`config.mk`:
```
export PLATFORM = sky130hd
export DESIGN_NAME = score_frame_loader
export DESIGN_NICKNAME = d
export VERILOG_FILES = /design/src/rtl/score_frame_loader.sv
export SDC_FILE = /design/constraint.sdc
export NUM_CORES = 1
export LEC_CHECK = 0
export BUFFER_PORTS_ARGS = -buffer_cell sky130_fd_sc_hd__clkbuf_2
export CORE_ASPECT_RATIO = 1.75
export CORE_UTILIZATION = 55
export CTS_BUF_LIST = sky130_fd_sc_hd__clkbuf_4
export DETAILED_ROUTE_END_ITERATION = 7
export PLACE_DENSITY = 0.8
export SLEW_MARGIN = 10
export SYNTH_ARGS = -nofsm -noshare
export SYNTH_HDL_FRONTEND = slang
export SYNTH_SLANG_ARGS = --single-unit
```
`constraint.sdc`:
```
create_clock -name clk -period 5.4 [get_ports clk]
set_input_delay 0.54 -clock clk [delete_from_list [all_inputs] [get_ports clk]]
set_output_delay 0.54 -clock clk [all_outputs]
set_load 0.02 [all_outputs]
```
`src/rtl/score_frame_loader.sv`:
```
// ============================================================================
// Module   : score_frame_loader
// Purpose  : Producer side of the class-score interface feeding the max
//            selector. Collects NUM_CLASSES serial score beats (valid/ready,
//            class order 0..NUM_CLASSES-1) into a parallel frame and holds
//            it stable with frame_valid until frame_ack. Frames that end
//            early or run past NUM_CLASSES beats without in_last are dropped
//            and flagged on the sticky frame_err output.
// Ports    : clk         rising-edge clock
//            rst         asynchronous reset, active-low
//            in_valid    stream beat valid
//            in_ready    loader can accept a beat (registered)
//            in_score    unsigned score for the current class
//            in_last     final beat of a frame
//            scores_flat class k at [k*SCORE_W +: SCORE_W]
//            frame_valid complete frame held on scores_flat
//            frame_ack   consumer has sampled the frame
//            frame_err   sticky framing-error flag
//            err_clr     clears frame_err (a simultaneous new error wins)
// Options  : SCORE_CLEAR_ON_ACK_EN - when defined, every score slot is
//            zeroed on HOLD->COLLECT and on any framing error.
// Revision : 1.0 - initial release
// ============================================================================
`default_nettype none

module score_frame_loader #(
   parameter int NUM_CLASSES = 10,
   parameter int SCORE_W     = 26,
   parameter int CNT_W       = 4
) (
   input  logic                           clk,
   input  logic                           rst,
   input  logic                           in_valid,
   output logic                           in_ready,
   input  logic [SCORE_W-1:0]             in_score,
   input  logic                           in_last,
   output logic [NUM_CLASSES*SCORE_W-1:0] scores_flat,
   output logic                           frame_valid,
   input  logic                           frame_ack,
   output logic                           frame_err,
   input  logic                           err_clr
);

   typedef enum logic [0:0] {
      ST_COLLECT = 1'b0,
      ST_HOLD    = 1'b1
   } state_t;

   localparam logic [CNT_W-1:0] c_last_idx = CNT_W'(NUM_CLASSES - 1);

   state_t               r_state;
   state_t               w_state_nxt;
   logic [CNT_W-1:0]     r_count;
   logic [CNT_W-1:0]     w_count_nxt;
   logic                 r_in_ready;
   logic                 r_frame_valid;
   logic                 r_frame_err;
   logic                 w_frame_err_nxt;
   logic                 w_accept;
   logic                 w_write;
   logic                 w_err_set;
   logic [SCORE_W-1:0]   r_slot [NUM_CLASSES];
`ifdef SCORE_CLEAR_ON_ACK_EN
   logic                 w_clear_all;
`endif

   // in_ready is only ever high in COLLECT, so this also qualifies the state.
   assign w_accept = in_valid & r_in_ready;

   // ------------------------------------------------------------------------
   // Next-state / control decode
   // ------------------------------------------------------------------------
   always_comb begin
      w_state_nxt = r_state;
      w_count_nxt = r_count;
      w_write     = 1'b0;
      w_err_set   = 1'b0;
`ifdef SCORE_CLEAR_ON_ACK_EN
      w_clear_all = 1'b0;
`endif

      case (r_state)
         ST_COLLECT: begin
            if (w_accept) begin
               w_write = 1'b1;
               if (in_last) begin
                  w_count_nxt = '0;
                  if (r_count == c_last_idx) begin
                     w_state_nxt = ST_HOLD;
                  end else begin
                     // Short frame: drop it and restart at class 0.
                     w_err_set = 1'b1;
                  end
               end else if (r_count == c_last_idx) begin
                  // Long frame: the next beat is taken as class 0.
                  w_count_nxt = '0;
                  w_err_set   = 1'b1;
               end else begin
                  w_count_nxt = r_count + 1'b1;
               end
            end
         end
         ST_HOLD: begin
            if (frame_ack) begin
               w_state_nxt = ST_COLLECT;
`ifdef SCORE_CLEAR_ON_ACK_EN
               w_clear_all = 1'b1;
`endif
            end
         end
         default: begin
            w_state_nxt = ST_COLLECT;
            w_count_nxt = '0;
         end
      endcase

`ifdef SCORE_CLEAR_ON_ACK_EN
      if (w_err_set) begin
         w_clear_all = 1'b1;
      end
`endif

      // Set has priority over clear so a fresh error is never lost.
      if (w_err_set) begin
         w_frame_err_nxt = 1'b1;
      end else if (err_clr) begin
         w_frame_err_nxt = 1'b0;
      end else begin
         w_frame_err_nxt = r_frame_err;
      end
   end

   // ------------------------------------------------------------------------
   // State and control registers
   // ------------------------------------------------------------------------
   always_ff @(posedge clk or negedge rst) begin
      if (!rst) begin
         r_state       <= ST_COLLECT;
         r_count       <= '0;
         r_in_ready    <= 1'b1;
         r_frame_valid <= 1'b0;
         r_frame_err   <= 1'b0;
      end else begin
         r_state       <= w_state_nxt;
         r_count       <= w_count_nxt;
         r_in_ready    <= (w_state_nxt == ST_COLLECT);
         r_frame_valid <= (w_state_nxt == ST_HOLD);
         r_frame_err   <= w_frame_err_nxt;
      end
   end

   // ------------------------------------------------------------------------
   // Score slots: written only by accepted beats
   // ------------------------------------------------------------------------
   always_ff @(posedge clk or negedge rst) begin
      if (!rst) begin
         for (int k = 0; k < NUM_CLASSES; k++) begin
            r_slot[k] <= '0;
         end
      end else begin
`ifdef SCORE_CLEAR_ON_ACK_EN
         if (w_clear_all) begin
            for (int k = 0; k < NUM_CLASSES; k++) begin
               r_slot[k] <= '0;
            end
         end else begin
            for (int k = 0; k < NUM_CLASSES; k++) begin
               if (w_write && (r_count == CNT_W'(k))) begin
                  r_slot[k] <= in_score;
               end
            end
         end
`else
         for (int k = 0; k < NUM_CLASSES; k++) begin
            if (w_write && (r_count == CNT_W'(k))) begin
               r_slot[k] <= in_score;
            end
         end
`endif
      end
   end

   // ------------------------------------------------------------------------
   // Outputs
   // ------------------------------------------------------------------------
   generate
      for (genvar gi = 0; gi < NUM_CLASSES; gi++) begin : g_flat
         assign scores_flat[gi*SCORE_W +: SCORE_W] = r_slot[gi];
      end
   endgenerate

   assign in_ready    = r_in_ready;
   assign frame_valid = r_frame_valid;
   assign frame_err   = r_frame_err;

endmodule

`default_nettype wire

```
==> Word level (Yosys, flattened, before mapping) <==
Cells that the tools add are included.
{ "word_totals": {"regBits": 267} }
{ "op_classes": {"n_eq_ne": 9, "muxes": 15, "n_addsub": 1, "reduce_logical": 13, "bitwise": 3} }
{ "ops": {"columns": ["cell", "n"], "rows": [
  ["$eq 4x3->1 const B", 4],
  ["$mux 1", 12],
  ["$logic_and 1x1->1", 10],
  ["$eq 4x2->1 const B", 2],
  ["$eq 4x4->1 const B", 2],
  ["$mux 4", 2],
  ["$add 4x1->4 const B", 1],
  ["$eq 4x1->1 const B", 1],
  ["$logic_not 4->1", 1],
  ["$not 1->1", 2],
  ["$pmux 1 s2", 1],
  ["$reduce_and 2->1", 1],
  ["$reduce_bool 2->1", 1],
  ["$and 1x1->1", 1]
]} }

==> Depth between registers and ports, before layout <==
{ "depth": {"depth_word": 6, "depth_mapped": 6} }

==> Worst setup path before layout <==
Ideal clock, no wire load.
{ "synth_timing": {"path_kind": "reg2reg", "from": "reg r_in_ready, in the netlist in_ready", "to": "reg r_slot, in the netlist scores_flat[161]", "path_slack_ns": 3.419, "t_arrival_ns": 1.856, "stages_incl_launch_ff": 6, "path_buffers": 2, "required_ns": 5.275, "path_cell_list": "dfstp_2 > nand3b_4 > buf_6 > nor4b_4 > buf_6 > mux2_2"} }
{ "synth_between": {"elab_chain_len": 4} }
{ "synth_lines": {"columns": ["element", "line_no", "text"], "rows": [
  ["start: declaration", "55", "logic r_in_ready;"],
  ["start signal: assignment", "146", "r_in_ready <= (w_state_nxt == ST_COLLECT);"],
  ["$and 1x1->1", "68", "assign w_accept = in_valid & r_in_ready;"],
  ["$mux 1", "84", "if (w_accept) begin"],
  ["$mux 1", "82", "case (r_state)"],
  ["$logic_and 1x1->1", "175", "if (w_write && (r_count == CNT_W'(k))) begin"],
  ["end signal: indexed assignment", "176", "r_slot[k] <= in_score;"],
  ["end: declaration", "62", "logic [SCORE_W-1:0] r_slot [NUM_CLASSES];"]
]} }
Every way passes these cells.
A chain may end at the register's enable or synchronous reset.

==> Final worst setup path <==
{ "layout_timing": {"from": "reg r_count[2]", "to": "reg r_slot, in the netlist scores_flat[101]"} }
{ "layout_between": {"elab_chain_len": 2} }
{ "layout_lines": {"columns": ["element", "line_no", "text"], "rows": [
  ["start: declaration", "53", "logic [CNT_W-1:0] r_count;"],
  ["start signal: assignment", "145", "r_count <= w_count_nxt;"],
  ["$eq 4x2->1", "175", null],
  ["$logic_and 1x1->1", "175", null]
]} }
Every way passes these cells.

==> out/summary.txt <==
Routed WL: 25.3 mm
Detailed Place HPWL: 17.8 mm
Most frequent cells in the layout: clkbuf_2 (293), dfrtp_1 (266), mux2_2 (239), clkbuf_4 (90), mux2_4 (20)
Quantity of gates resized following cts: 0
Crit. End Element: flop
Clock buffer count from CTS: 58
DR pass1 iterations: 4
WHS Path Cells: 2
PD cells: 630 mW/mm^2
Arrival @ worst endpoint: 2.96 ns
Layout cell share with drive strength beyond 1: 68.7%
Syn_nets: 655
Multi-input logic area: 0.00336 mm^2
Worst-path maximum fanout: 26
P&R area growth vs syn: 21.9%
RSZ-0062 raised after global routing: no
Hold_ws: 0.0652 ns
Maxcap violations: 0
Leak pwr: 6.61 nW
Post-Route Skew: 0.0432 ns
Worst Hold Class: in -> reg
Met3 wire length: 1.34 mm
Slew at the pin closest to its max-slew limit: 1.02 ns
Status: finished, final reports clean
Fin. max-slew vios: 0
Core footprint: 0.0185 mm^2
Ys Warns: 0
Commonest non-fill, non-tap cell in the layout: clkbuf_2
Die H: 184 um
Nets: 964
Final worst path period need: 2.44 ns
CTS tree: done
FF-to-FF path depth: 3
Clock-pin slew on the worst setup and hold paths: 0.07 ns
GRT Util Overall: 26.6%
First-pass GRT wire length: 39.4 mm
H-tree depth: 2
Max layer used: met4
Overflow after GRT: 0
Vias per cell: 5.41
Crit path required time: 5.91 ns
Initial antenna violation count: 1
GP Congestion: 0.783
Detail Route met2 WL: 13.5 mm
F_max: 0.410 GHz
Worst VDD drop: 314 uV
Final Util: 68.3%
FF+latch count, synth: 267
Register area: 0.00668 mm^2
Syn Area/Cell: 16.6 um^2
Mapped Cells: 623
CTS sink cnt: 267
Vias in the first global route: 6853
Placed Cells: 1109
Yosys cell types: 39
Flop2flop setup slack: 2.96 ns
Die area: 0.0194 mm^2
Critical path class: reg -> reg
Clk buf depth: 3
Startpoint types: flop
Fillcell total: 1359
Initial Utilization: 56.1%
Per-cell routed wire length: 20.8 um
Period utilization: 45.2%
CTS Root Cell: clkbuf_4
Largest net degree at the start of global routing: 119
Skew-Pair Late Insertion Delay: 0.67 ns
Initial drt markers: 186
Die X: 106 um
Port bufs: 294
Seq/Total Area, Yosys: 64.4%
DRT antenna net count: 0
Non-filler instance count after layout: 1213
Final setup TNS: 0 ns
Met1 WL: 9.24 mm
Relative slew slack: 31.5%
Via count: 6568
Post-Synthesis Cell Area: 0.0104 mm^2
DRC Markers: 0
Final hold violation count: 0
FP Rows: 66
IO Pins: 295
Final setup fails: 0
[worst paths after layout]
check / startpoint / end
max: r_count[2]$_DFFE_PN0P_ / scores_flat[101]$_DFFE_PN0P_
min: err_clr / frame_err$_DFFE_PN0P_
max reg2reg: r_count[2]$_DFFE_PN0P_ / scores_flat[101]$_DFFE_PN0P_
min reg2reg: scores_flat[201]$_DFFE_PN0P_ / scores_flat[201]$_DFFE_PN0P_
max in group asynchronous: rst / scores_flat[147]$_DFFE_PN0P_
min in group asynchronous: rst / scores_flat[10]$_DFFE_PN0P_
[sequential cells by signal, summed over array words and instances (netlist names)]
name	count
in_ready	1
scores_flat	260
frame_err	1
frame_valid	1
r_count	4
[synth_stat cells (all sizes together)]
| cell | number | area [um^2] |
|---|---|---|
| dfrtp | 266 | 6660 |
| mux2 | 260 | 3000 |
| buf | 52 | 307 |
| nand2b | 4 | 40.0 |
| nor3 | 4 | 53.8 |
| inv | 3 | 11.3 |
| nand2 | 3 | 11.3 |
| a21oi | 2 | 10.0 |
| and3b | 2 | 17.5 |
| clkbuf | 2 | 7.51 |
| nand3 | 2 | 20.0 |
| nand3b | 2 | 31.3 |
| nor2b | 2 | 12.5 |
| o21ai | 2 | 10.0 |
| or4 | 2 | 18.8 |
| xnor2 | 2 | 17.5 |
| a21boi | 1 | 7.51 |
| a21o | 1 | 7.51 |
| a221o | 1 | 10.0 |
| a22o | 1 | 8.76 |
| a22oi | 1 | 7.51 |
| a31oi | 1 | 6.26 |
| and4bb | 1 | 12.5 |
| dfstp | 1 | 26.3 |
| nand4 | 1 | 12.5 |
| nor2 | 1 | 3.75 |
| nor4b | 1 | 23.8 |
| nor4bb | 1 | 10.0 |
| o22ai | 1 | 6.26 |
[power by group]
part / total, mW / internal, mW / leakage, nW / switching, mW
clock: 1.50 / 0.755 / 0.439 / 0.740
combinational: 3.17 / 1.27 / 2.77 / 1.90
sequential: 3.31 / 2.84 / 3.40 / 0.466
[worst max-delay path, stage by stage (launching register included)]
cell,delay [ns]
dfrtp_1,0.50
nor2_1,0.37
nand4_2,0.85
mux2_2,0.59
[metal layers]
layer	vias up	global-route usage, %
met2	255	47.5
li1	2858	-
met5	-	0
met3	65	5.07
met1	3390	30.2
met4	0	13.4
[stage by stage]
| stage | worst slack (ns) | instance area, um^2 | power, mW |
|---|---|---|---|
| 6_report | 2.96 | 12600 | 7.97 |
| 5_1_grt | 2.79 | 12600 | 8.37 |
| 4_1_cts | 2.96 | 12600 | 8.04 |
| 3_5_place_dp | 2.87 | 11900 | 6.53 |
| 3_3_place_gp | 2.87 | 11900 | 6.42 |
| 2_1_floorplan | 3.42 | 10400 | 5.27 |
[area by class of cell]
| class | count | share of cell area (%) |
|---|---|---|
| diodes | 1 | 0.0198 |
| clock buffers | 90 | 5.35 |
| clock inverters | 12 | 0.436 |
| inverters | 3 | 0.0891 |
| multi-input cells | 299 | 26.6 |
| flip-flops and latches | 267 | 52.9 |
| well taps | 238 | 2.36 |
| repair buffers | 303 | 12.3 |
[cell families after synthesis]
group | after synthesis | share of synthesized area (%)
AO/OA/AOI/OAI | 11 | 0.712
AND/OR/NAND/NOR | 26 | 2.58
flip-flops | 267 | 64.4
XOR/XNOR | 2 | 0.169
multiplexers | 260 | 29.0
buffers and inverters | 57 | 3.14
[repair_timing]
action / CTS / global route
hold buffers: 1 / 0
endpoints found under the hold margin: 115 / 0
buffers inserted: 0 / 0
Power figures use the tool's default switching activity.
